$ cat config.mk
export PLATFORM = sky130hd
export DESIGN_NAME = rf_write_arbiter
export DESIGN_NICKNAME = d
export VERILOG_FILES = /design/src/rtl/rf_write_arbiter.sv
export SDC_FILE = /design/constraint.sdc
export NUM_CORES = 1
export LEC_CHECK = 0
export ABC_AREA = 1
export BUFFER_PORTS_ARGS = -buffer_cell sky130_fd_sc_hd__buf_2
export CAP_MARGIN = 20
export CORE_MARGIN = 2
export CORE_UTILIZATION = 49
export CTS_CLUSTER_SIZE = 14
export DETAILED_ROUTE_END_ITERATION = 8
export GPL_ROUTABILITY_DRIVEN = 0
export PLACE_DENSITY = 0.95
export SYNTH_ARGS = -nofsm -noshare
export SYNTH_HDL_FRONTEND = slang
export SYNTH_SLANG_ARGS = --single-unit
$ cat constraint.sdc
create_clock -name clk -period 5.9 [get_ports clk]
set_input_delay 1.18 -clock clk [delete_from_list [all_inputs] [get_ports clk]]
set_output_delay 1.18 -clock clk [all_outputs]
set_load 0.1 [all_outputs]
$ cat src/rtl/rf_write_arbiter.sv
// rf_write_arbiter
// Round-robin arbiter sharing the register-file write port between NREQ
// writeback sources. Grants are combinational. The winning write is staged
// in an output register that drives WE3/A3/WD3 one cycle after the handshake.
// Writes to x0 are consumed but never raise rf_we.

module rf_write_arbiter #(
    parameter int NREQ = 3,
    parameter int DW   = 32,
    parameter int AW   = 5
) (
    input  logic                 clk,
    input  logic                 rst,
    input  logic [NREQ-1:0]      req_valid,
    input  logic [NREQ*AW-1:0]   req_addr,
    input  logic [NREQ*DW-1:0]   req_data,
    output logic [NREQ-1:0]      req_ready,
    input  logic                 flush,
    output logic                 rf_we,
    output logic [AW-1:0]        rf_addr,
    output logic [DW-1:0]        rf_wd,
    output logic [2:0]           grant_idx
);

    // The pointer is three bits wide so that any NREQ up to 8 fits.
    logic [2:0]      rr_ptr;
    logic [2:0]      next_ptr;
    logic [7:0]      valid_pad;
    logic [2:0]      idx;
    logic [2:0]      gidx;
    logic            found;
    logic [NREQ-1:0] grant;
    logic [AW-1:0]   sel_addr;
    logic [DW-1:0]   sel_data;

    // Zero-extending the valids lets a 3-bit rotated index address them safely.
    assign valid_pad = 8'(req_valid);

    // Search from rr_ptr and wrap modulo NREQ. Then build the one-hot grant and mux the winner.
    always_comb begin
        found    = 1'b0;
        gidx     = 3'd0;
        idx      = 3'd0;
        grant    = '0;
        sel_addr = '0;
        sel_data = '0;
        if (!rst && !flush) begin
            for (int i = 0; i < NREQ; i++) begin
                idx = 3'((int'(rr_ptr) + i) % NREQ);
                if (!found && valid_pad[idx]) begin
                    found = 1'b1;
                    gidx  = idx;
                end
            end
        end
        for (int k = 0; k < NREQ; k++) begin
            if (found && gidx == 3'(k)) begin
                grant[k] = 1'b1;
                sel_addr = req_addr[k*AW +: AW];
                sel_data = req_data[k*DW +: DW];
            end
        end
    end

    assign req_ready = grant;

    // After a transfer, the requester following the winner gets the next chance.
    assign next_ptr = (gidx == 3'(NREQ - 1)) ? 3'd0 : gidx + 3'd1;

    // Output staging register and round-robin pointer. Reset takes priority over flush, which takes priority over transfers.
    always_ff @(posedge clk) begin
        if (rst) begin
            rf_we     <= 1'b0;
            rf_addr   <= '0;
            rf_wd     <= '0;
            grant_idx <= 3'd0;
            rr_ptr    <= 3'd0;
        end else if (flush) begin
            rf_we <= 1'b0;
        end else if (found) begin
            rf_we     <= (sel_addr != '0);
            rf_addr   <= sel_addr;
            rf_wd     <= sel_data;
            grant_idx <= gidx;
            rr_ptr    <= next_ptr;
        end else begin
            rf_we <= 1'b0;
        end
    end

endmodule

== Yosys cells after proc, flatten, opt, wreduce, memory -nomap -nowiden ==
Cells that the tools add are included.

* $add $sub $neg: 3
* Divide/modulo/power cells: 3
* Magnitude comparators: 3
* Equal/unequal tests: 2
* Mux-type cells: 26
* Bitwise gates (word level): 2
* Reduce and logical (&&, ||, !) cells: 14

{| class="wikitable"
|+ Operator list
! operator !! number
|-
| 2-to-1 mux 32 bit || 3
|-
| remainder unit 32 x 3 -> 32 bit, second input constant || 2
|-
| remainder unit 4 x 3 -> 32 bit, second input constant || 1
|-
| 2-to-1 mux 3 bit || 5
|-
| 2-to-1 mux 5 bit || 3
|-
| less-than comparator 3 x 4 -> 1 bit, second input constant || 3
|-
| 2-to-1 mux 1 bit || 12
|-
| binary-select mux 1 bit (select 3 bit) || 3
|-
| logical AND 1 bit || 6
|-
| nonzero test 5 bit || 1
|-
| adder 3 x 1 -> 4 bit, second input constant || 1
|-
| adder 3 x 2 -> 4 bit, second input constant || 1
|-
| logical NOT 1 bit || 4
|-
| adder 3 x 1 -> 3 bit, second input constant || 1
|-
| == test 3 x 1 -> 1 bit, second input constant || 1
|-
| == test 3 x 2 -> 1 bit, second input constant || 1
|-
| logical NOT 3 bit || 1
|-
| OR reduction 3 bit || 1
|-
| NOT 1 bit || 2
|-
| AND reduction 2 bit || 1
|}

* Register bits: 44
* Input bits: 117
* Output and inout bits: 44
* Logic and storage cells: 58

== Depth between registers and ports, before layout ==
Gate-level depths: netlist (run 1).

* Depth in word-level cells: 19
* Mapped depth: 30
* Depth with buffers taken out: 28

== Worst setup path before layout (run 1) ==
Ideal clock, no wire load.

* Kind: reg2out
* From: register rr_ptr[0]
* To: output req_ready[0]
* Arrival: 3451 ps
* Slack: 1269 ps
* Cell stages (with the launch flop): 22
* Path buffers: 1
* Cell sequence: dfxtp_1 inv_1 ha_1 ha_1 ha_1 inv_1 nand3_2 nand2_1 nand2_1 ha_1 inv_1 nand4_1 nand2_1 nand2_1 nand3_2 nand2_2 nand3_1 nand2_1 nor2_2 nor2_4 nor2_4 buf_2

* Word-level cells in the longest chain between the ends: 16

{| class="wikitable"
|+ Ends and longest elaborated chain
! item !! RTL line !! source
|-
| from (decl) || 26 || <nowiki>logic [2:0] rr_ptr;</nowiki>
|-
| from (signal assigned) || 85 || <nowiki>rr_ptr <= next_ptr;</nowiki>
|-
| parallel branches: the longest is 14 deep, another holds remainder unit 32 x 3 -> 32 bit || n/a ||
|-
| logical AND 1 bit (*) || 57 || <nowiki>if (found && gidx == 3'(k)) begin</nowiki>
|-
| 2-to-1 mux 1 bit (*) || 57 ||
|-
| to (decl) || 17 || <nowiki>output logic [NREQ-1:0] req_ready,</nowiki>
|}

Mark *: on every way between the ends. The select of a mux whose other input is x is not followed.

== Final worst setup path (run 1) ==
Same ends and word-level chain as after synthesis.

==> results of run 1 <==
-- area by class of cell --
cell class	instances	share of cell area [%]
Multi-Input combinational cell	350	44.6
Sequential cell	44	22.2
Timing Repair Buffer	165	21.5
Inverter	64	6.06
Tap cell	75	2.37
Clock buffer	5	1.74
Clock inverter	2	1.52
-- state kept, by name (all words and copies together) (netlist names) --
name and count:
rf_wd 32, rf_addr 5, grant_idx 3, rr_ptr 3, rf_we 1
-- routing by layer --
metal	track usage [%]	up-vias	part of all wire (%)
li1	-	1792	-
met1	31.3	1599	40
met2	44.8	180	49
met3	4.67	24	7.4
met4	9.67	0	2.8
met5	0	-	0
-- worst min-delay path, cell delays in order (launching register included) --
cell	delay [ns]
dfxtp_1	0.32
nand2_1	0.06
nor2_1	0.04
-- per-stage QoR --
| step | utilization [%] | hold WS, ns | instance area [um2] | setup slack (ns) |
|---|---|---|---|---|
| 2_1_floorplan | - | 0.553 | 3010 | 1.27 |
| 3_3_place_gp | 64.4 | 0.431 | 3810 | 1.14 |
| 3_5_place_dp | 64.4 | 0.437 | 3810 | 0.953 |
| 4_1_cts | 66.6 | 0.451 | 3940 | 0.530 |
| 5_1_grt | 66.9 | 0.488 | 3960 | 0.276 |
| 6_report | 66.9 | 0.450 | 3960 | 0.465 |
-- worst paths after layout --
check          startpoint            to  slack [ns]  depth (start not counted)
max             rr_ptr[0]  req_ready[0]        0.46                         21
min          grant_idx[2]  grant_idx[2]        0.45                          2
max reg2reg     rr_ptr[0]     rf_wd[16]        1.36                         22
min reg2reg  grant_idx[2]  grant_idx[2]        0.45                          2
-- layout by cell type (no fill, tap or decap), types with 2 or more instances in the layout --
cell	count
o21ai_1	2
nand2_1	210
o21ai_0	2
nand3_1	14
bufinv_16	2
clkbuf_8	5
clkinv_1	2
dfxtp_1	44
ha_1	16
buf_2	160
inv_2	2
buf_4	4
nor2_1	19
inv_1	60
xor2_1	4
nand3_2	4
nor2_4	2
nand2_2	15
nand4_1	42
a21oi_1	8
-- cells by family after synthesis --
| logic type | after synthesis | synth area share, % |
|---|---|---|
| and+or+nand+nor | 313 | 46.8 |
| AOI/OAI and AO/OA | 16 | 3.53 |
| xor gates and xnor gates | 5 | 1.70 |
| buffers and inverters | 84 | 12.0 |
| adders and majority gates | 16 | 6.65 |
| DFF | 44 | 29.3 |
==> impl_metrics.toml, run 1 <==
[status]
status = "complete, no violations"

[drt]
drcViolationCount = 0
vias_per_cell = 5.10
ant_nets = 0
drt_iter0_drc = 192
dr.pass1.iters = 5
wl_mm = 9.14
num_vias = 3595
post_drt_wl_per_cell_um = 13.0

[finish]
antenna_cells = 0
seq_area_um2 = 881
finalNonFillerCells = 705
nNetsFinal = 763
area_growth_pct = 31.6
multi_input_area_mm2 = 0.00177
fillCellCount = 485
drive_gt1_share_pct = 32.1

[hold_path]
min_path_type = "flip-flop to flip-flop"

[synthesis]
synthArstFlopShare_pct = 0
synthFlopType = "dfxtp_1"
synth.distinct_cells = 34
yosys-top-cells-area = "dfxtp_1, nand2_1, nand4_1"
ys_seq_area_share_pct = 29.3
syn_inst = 478
ys_ff_latch = 44
synth_largest_area_cell = "dfxtp_1"
synth_warnings = 0
synthTopCellsByCount = "nand2_1, inv_1, dfxtp_1"
synth_top_area_share_pct = 29.3
synth_area_mm2 = 0.00301
synthesis.nets = 611
syn_avg_cell_area_um2 = 6.30
synth_edf_count = 0
yosysMostFrequentCell = "nand2_1"

[critical_path]
cp_slowest_cell = "dfxtp_1"
critical-path-top-delay-family = "simple AND/OR/NAND/NOR gates"
path_cells = "inv_1 -> ha_1 -> ha_1 -> ha_1 -> inv_1 -> nand3_2 -> nand2_1 -> nand2_1 -> ha_1 -> inv_1 -> nand4_1 -> nand2_1 -> nand2_1 -> nand3_2 -> nand2_2 -> nand3_1 -> nand2_1 -> nor2_2 -> nor2_4 -> nor2_4 -> buf_2"
endpoint_kind = "output pin"
crit_fanout = 10
worst-path-buf-inv = 4
crit_path_max_incr_delay_ns = 0.58
start_kind = "flip-flop"
critPathArrivalTime_ns = 4.26
critPathKind = "flip-flop to output pin"
cp_common_cell = "nand2_1"
required_ns = 4.72

[floorplanning]
die_x_um = 82.4
io_pins = 161
dieArea_mm2 = 0.00678
rows = 28
core_area_mm2 = 0.00592
start_util_pct = 50.8
fp.dieH_um = 82.4

[placed_design]
portBuffers = 160
hpwl_mm = 7.05
dp.cells = 697

[job]
drv_cap = 0

[sta]
period_share_pct = 92.1
setup_viol = 0
skew_ns = 0.00329
max-slew-margin-rel_pct = 40.4
rsz0062_at_grt = "no"
clock.fmax_ghz = 0.184
period_needed_ns = 5.44
finalHoldViolations = 0
tightestPinTransition_ns = 0.892
finalSetupTns_ns = 0
slew_violations = 0

[clock_tree]
cts_tree = "done"
clock-sinks = 44
clk-insertion-delay-late_ns = 0.29
cts_max_level = 2
cts-hold-fix-buffers = 0
cts_buffers = 5
cts_setup_buffers = 0
clk_pin_slew_worst_paths_ns = 0.08
cts_resized = 0
cts-root-buf = "clkbuf_8"
cts_buffer_depth = 2

[grt]
grt_pass1_vias = 3132
grt_max_degree = 39
grt.overflow.total = 0
antenna_found_initial = 0
grt_pass1_wl_mm = 13.6
grt_usage_pct = 25.7
Power of run 1 is not shown: default switching activity piles up to over one toggle a cycle in this logic, so the estimate is an artifact.
==> inputs of run 2 (changes only) <==
- CORE_ASPECT_RATIO: not set -> 0.5
- CORE_UTILIZATION: 49 -> 46
- MAX_ROUTING_LAYER: not set -> met4
- PLACE_DENSITY: 0.95 -> 0.93
- clock period: 5.9 -> 5.7 ns (I/O delays scaled with it)
==> run 2 against run 1 <==
Sequential share of layout area down 0.36 points. Final cell count up 1.8%. Worst hold slack worse by 0.0067 ns. Flip-flop and latch count unchanged. First-iteration DRC count up 9.9%. Setup slack worse by 0.0051 ns. Non-clock buffer count down 1. Via count up 1.3%. Critical endpoint is now req_ready[2].
==> impl_metrics.toml, run 2 (synthesized netlist as in run 1, its figures left out) <==
[floorplanning]
start_util_pct = 48.5
die_x_um = 118
dieArea_mm2 = 0.00724
rows = 20
fp.dieH_um = 61.2
core_area_mm2 = 0.00621
io_pins = 161

[critical_path]
start_kind = "flip-flop"
cp_slowest_cell = "dfxtp_1"
cp_common_cell = "nand2_1"
critPathKind = "flip-flop to output pin"
critPathArrivalTime_ns = 4.10
endpoint_kind = "output pin"
crit_path_max_incr_delay_ns = 0.54
required_ns = 4.56
crit_fanout = 9
path_cells = "inv_1 -> ha_1 -> nor2_1 -> nand3_1 -> nand2_1 -> nand2_1 -> xor2_1 -> inv_1 -> ha_1 -> inv_1 -> a31oi_1 -> nand2_1 -> nand2_1 -> nand2_1 -> nand2_1 -> nand2_1 -> nand2_1 -> nand2_1 -> nor2_1 -> nand3_1 -> nand2_1 -> nor2_2 -> nor2_4 -> clkbuf_4"

[hold_path]
min_path_type = "flip-flop to flip-flop"

[finish]
reg_top3 = "rf_wd x32, rf_addr x5"
final_common_cell = "nand2_1"
largest_reg_flops = 32
nNetsFinal = 762
final_cell_mix = "nand2_1, buf_2, inv_1"
max_flop_register = "rf_wd"
fillCellCount = 564
area_growth_pct = 33.8
antenna_cells = 0
drive_gt1_share_pct = 32.1

[sta]
setup_viol = 0
max-slew-margin-rel_pct = 36.2
slew_violations = 0
rsz0062_at_grt = "no"
finalHoldViolations = 0
clock.fmax_ghz = 0.191
period_share_pct = 91.9
skew_ns = 0.00484
tightestPinTransition_ns = 0.952
finalSetupTns_ns = 0
period_needed_ns = 5.24

[drt]
post_drt_wl_per_cell_um = 12.4
drcViolationCount = 0
wl_mm = 8.92
drt_iter0_drc = 211
dr.pass1.iters = 4
ant_nets = 0
num_vias = 3640
vias_per_cell = 5.07

[job]
drv_cap = 0

[grt]
grt_pass1_vias = 3311
grt_usage_pct = 25.0
use_met3_pct = 4.26
busiest_layer = "met2"
antenna_found_initial = 0
grt.overflow.total = 0
grtUsageMet1_pct = 26.7
gr-usage-met2_pct = 47.3
grt_max_degree = 43
grt_pass1_wl_mm = 14.2

[clock_tree]
cts_tree = "done"
clk_pin_slew_worst_paths_ns = 0.06
cts_setup_buffers = 0
cts-root-buf = "clkbuf_16"
clock-sinks = 44
cts_max_level = 2
cts_buffers = 5
clk-insertion-delay-late_ns = 0.28
cts_buffer_depth = 2

[placed_design]
hpwl_mm = 6.60
portBuffers = 160

[status]
status = "complete, no violations"
==> run 2: cell type report <==
cell class                      instances  area [um2]  area share (%)
Inverter                               64         240            5.97
Clock inverter                          2        38.8           0.963
Timing Repair Buffer                  164         851            21.1
Clock buffer                            6         139            3.45
Tap cell                               88         110            2.73
Multi-Input combinational cell        350        1770            43.9
Sequential cell                        44         881            21.9
==> run 2: worst paths after layout <==
kind                 from            to  slack (ns)  cells after the start
max             rr_ptr[1]  req_ready[2]        0.46                     24
min          grant_idx[2]  grant_idx[2]        0.44                      2
max reg2reg     rr_ptr[1]         rf_we        1.33                     29
min reg2reg  grant_idx[2]  grant_idx[2]        0.44                      2
==> run 2: what timing repair did <==
item                       4_1_cts  5_1_grt
resized for setup                0        2
hold buffers                     0        0
setup endpoints to repair        0        2
==> run 2: layer usage <==
layer,part of all wire (%),up-vias
li1,-,1795
met5,0,-
met1,39,1674
met3,5.6,35
met2,51,136
met4,3.5,0
==> run 2: worst max-delay path: cells and delay by family (launching register included) <==
family          cells  cell delay (ns)
xor+xnor            1             0.17
simple gates       16             1.66
buf+inv             4             0.75
compound gates      1             0.18
flops               1             0.54
fa+ha+maj           2             0.50
==> run 2: metrics by stage <==
stage          worst slack [ns]  std cells  instance area, um2  hold WS, ns  util, %
2_1_floorplan              1.11        478                3010        0.553        -
3_3_place_gp              0.900        710                3840        0.432     61.9
3_5_place_dp              0.750        710                3840        0.436     61.9
4_1_cts                   0.397        718                4020        0.446     64.8
5_1_grt                  0.0426        718                4030        0.468     64.9
6_report                  0.459        718                4030        0.443     64.9
Power of run 2 is left out for the same reason.
==> inputs of run 3 (changes only) <==
- CORE_UTILIZATION: 46 -> 41
- PLACE_DENSITY: 0.93 -> 0.88
- clock period: 5.7 -> 4.8 ns (I/O delays scaled with it)
==> run 3 against run 2 <==
Setup slack worse by 0.20 ns. Utilization fell by 8.4 points. Global-route usage is 4.0 points lower. Worst hold slack improved by 0.017 ns. Register-to-register slack worse by 0.67 ns. Via count shrank 1.5%. Sequential share of layout area shrank 0.14 points. Wire length shrank 5.1%. Flip-flop and latch count stayed put. Design area rose by 1.2%. First-iteration DRC count down 18%. Critical endpoint is now req_ready[0]. Largest cell class unchanged. Highest routed layer unchanged.
==> impl_metrics.toml, run 3 (synthesized netlist as in run 1, its figures left out) <==
[status]
status = "complete, no violations"

[drt]
post_drt_wl_per_cell_um = 11.6
wl_mm = 8.46
dr.pass1.iters = 4
drt_iter0_drc = 172
num_vias = 3587
ant_nets = 0
vias_per_cell = 4.92
drcViolationCount = 0

[clock_tree]
cts_buffers = 5
clk-insertion-delay-late_ns = 0.28
cts-root-buf = "clkbuf_16"
cts_tree = "done"
cts_buffer_depth = 2
clk_pin_slew_worst_paths_ns = 0.06
cts_max_level = 2
clock-sinks = 44
cts-hold-fix-buffers = 0

[grt]
grt_pass1_vias = 3305
grt_max_degree = 39
use_met3_pct = 3.47
grtUsageMet1_pct = 23.6
grt.overflow.total = 0
antenna_found_initial = 0
grt_usage_pct = 21.1
grt_pass1_wl_mm = 14.0
gr-usage-met2_pct = 38.9
busiest_layer = "met2"

[critical_path]
required_ns = 3.84
endpoint_kind = "output pin"
crit_fanout = 10
critPathArrivalTime_ns = 3.58
critPathKind = "flip-flop to output pin"
start_kind = "flip-flop"

[sta]
period_needed_ns = 4.54
skew_ns = 0.00239
hold_slack_ns = 0.460
clock.fmax_ghz = 0.220
finalHoldViolations = 0
period_share_pct = 94.5
setup_viol = 0
max-slew-margin-rel_pct = 36.3
slew_violations = 0
tightestPinTransition_ns = 0.949

[finish]
multi_input_area_mm2 = 0.00177
nNetsFinal = 765
reg_top3 = "rf_wd x32, rf_addr x5"
fillCellCount = 686
max_flop_register = "rf_wd"
final_common_cell = "nand2_1"
seq_area_um2 = 886
largest_reg_flops = 32
area_growth_pct = 35.4
final_cell_mix = "nand2_1, buf_2, inv_1"
antenna_cells = 0
drive_gt1_share_pct = 33.2

[floorplanning]
core_area_mm2 = 0.00721
io_pins = 161
fp.dieH_um = 64.6
rows = 22
die_x_um = 125
dieArea_mm2 = 0.00808
start_util_pct = 41.7

[job]
drv_cap = 0

[hold_path]
min_path_type = "flip-flop to flip-flop"

[placed_design]
portBuffers = 160
hpwl_mm = 6.46
==> run 3: cell types whose count changed in the layout (fill, tap and decap cells not counted), moves of 2 or more <==
cell	delta
inv_1	-2
buf_12	+2
clkinvlp_4	+3
buf_4	+2
dfxtp_1	-2
clkbuf_4	-2
==> run 3: final timing paths <==
path	start	end	slack, ns	cells after the start
setup reg to reg	rr_ptr[0]	rf_wd[18]	0.66	22
setup / recovery	rr_ptr[0]	req_ready[0]	0.26	22
hold / removal	grant_idx[2]	grant_idx[2]	0.46	2
hold reg to reg	grant_idx[2]	grant_idx[2]	0.46	2
==> run 3: repair_timing <==
action	4_1_cts	5_1_grt
endpoints found under the setup margin	0	5
resized for setup	0	7
buffers inserted	0	1
==> run 3: final cells by class <==
| class | instances | area share, % |
|---|---|---|
| Clock inverter | 2 | 0.368 |
| Clock buffer | 6 | 3.41 |
| Multi-Input combinational cell | 350 | 43.4 |
| Inverter | 64 | 5.99 |
| Sequential cell | 44 | 21.7 |
| Timing Repair Buffer | 167 | 22.1 |
| Tap cell | 96 | 2.95 |
==> run 3: routing by layer <==
| layer | share of wire, % | up-vias | wire length (um) |
|---|---|---|---|
| li1 | - | 1798 | - |
| met1 | 43 | 1676 | 3660 |
| met2 | 51 | 95 | 4280 |
| met3 | 4.1 | 18 | 349 |
| met4 | 2.0 | 0 | 168 |
| met5 | 0 | - | 0 |
==> run 3: metrics by stage <==
step | util, % | area (um2) | cells | worst slack [ns] | TNS [ns]
2_1_floorplan | - | 3010 | 478 | 0.389 | 0
3_3_place_gp | 54.1 | 3900 | 720 | 0.542 | 0
3_5_place_dp | 54.1 | 3900 | 720 | 0.379 | 0
4_1_cts | 56.2 | 4050 | 728 | 0.0531 | 0
5_1_grt | 56.5 | 4080 | 729 | -0.0245 | -0.0435
6_report | 56.5 | 4080 | 729 | 0.263 | 0
==> run 3: worst max-delay path, cell delays in order (launching register included) <==
cell	delay, ns
dfxtp_1	0.33
buf_6	0.16
clkinvlp_4	0.14
ha_1	0.35
ha_1	0.24
ha_1	0.20
inv_1	0.10
nand3_2	0.13
nand2_1	0.08
nand2_1	0.08
ha_1	0.19
inv_2	0.10
nand4_1	0.16
nand2_1	0.13
nand2_1	0.07
nand3_2	0.08
nand2_2	0.08
nand3_1	0.07
nand2_1	0.06
nor2_2	0.12
nor2_4	0.07
nor2_4	0.13
buf_12	0.18
Power of run 3 is left out for the same reason.
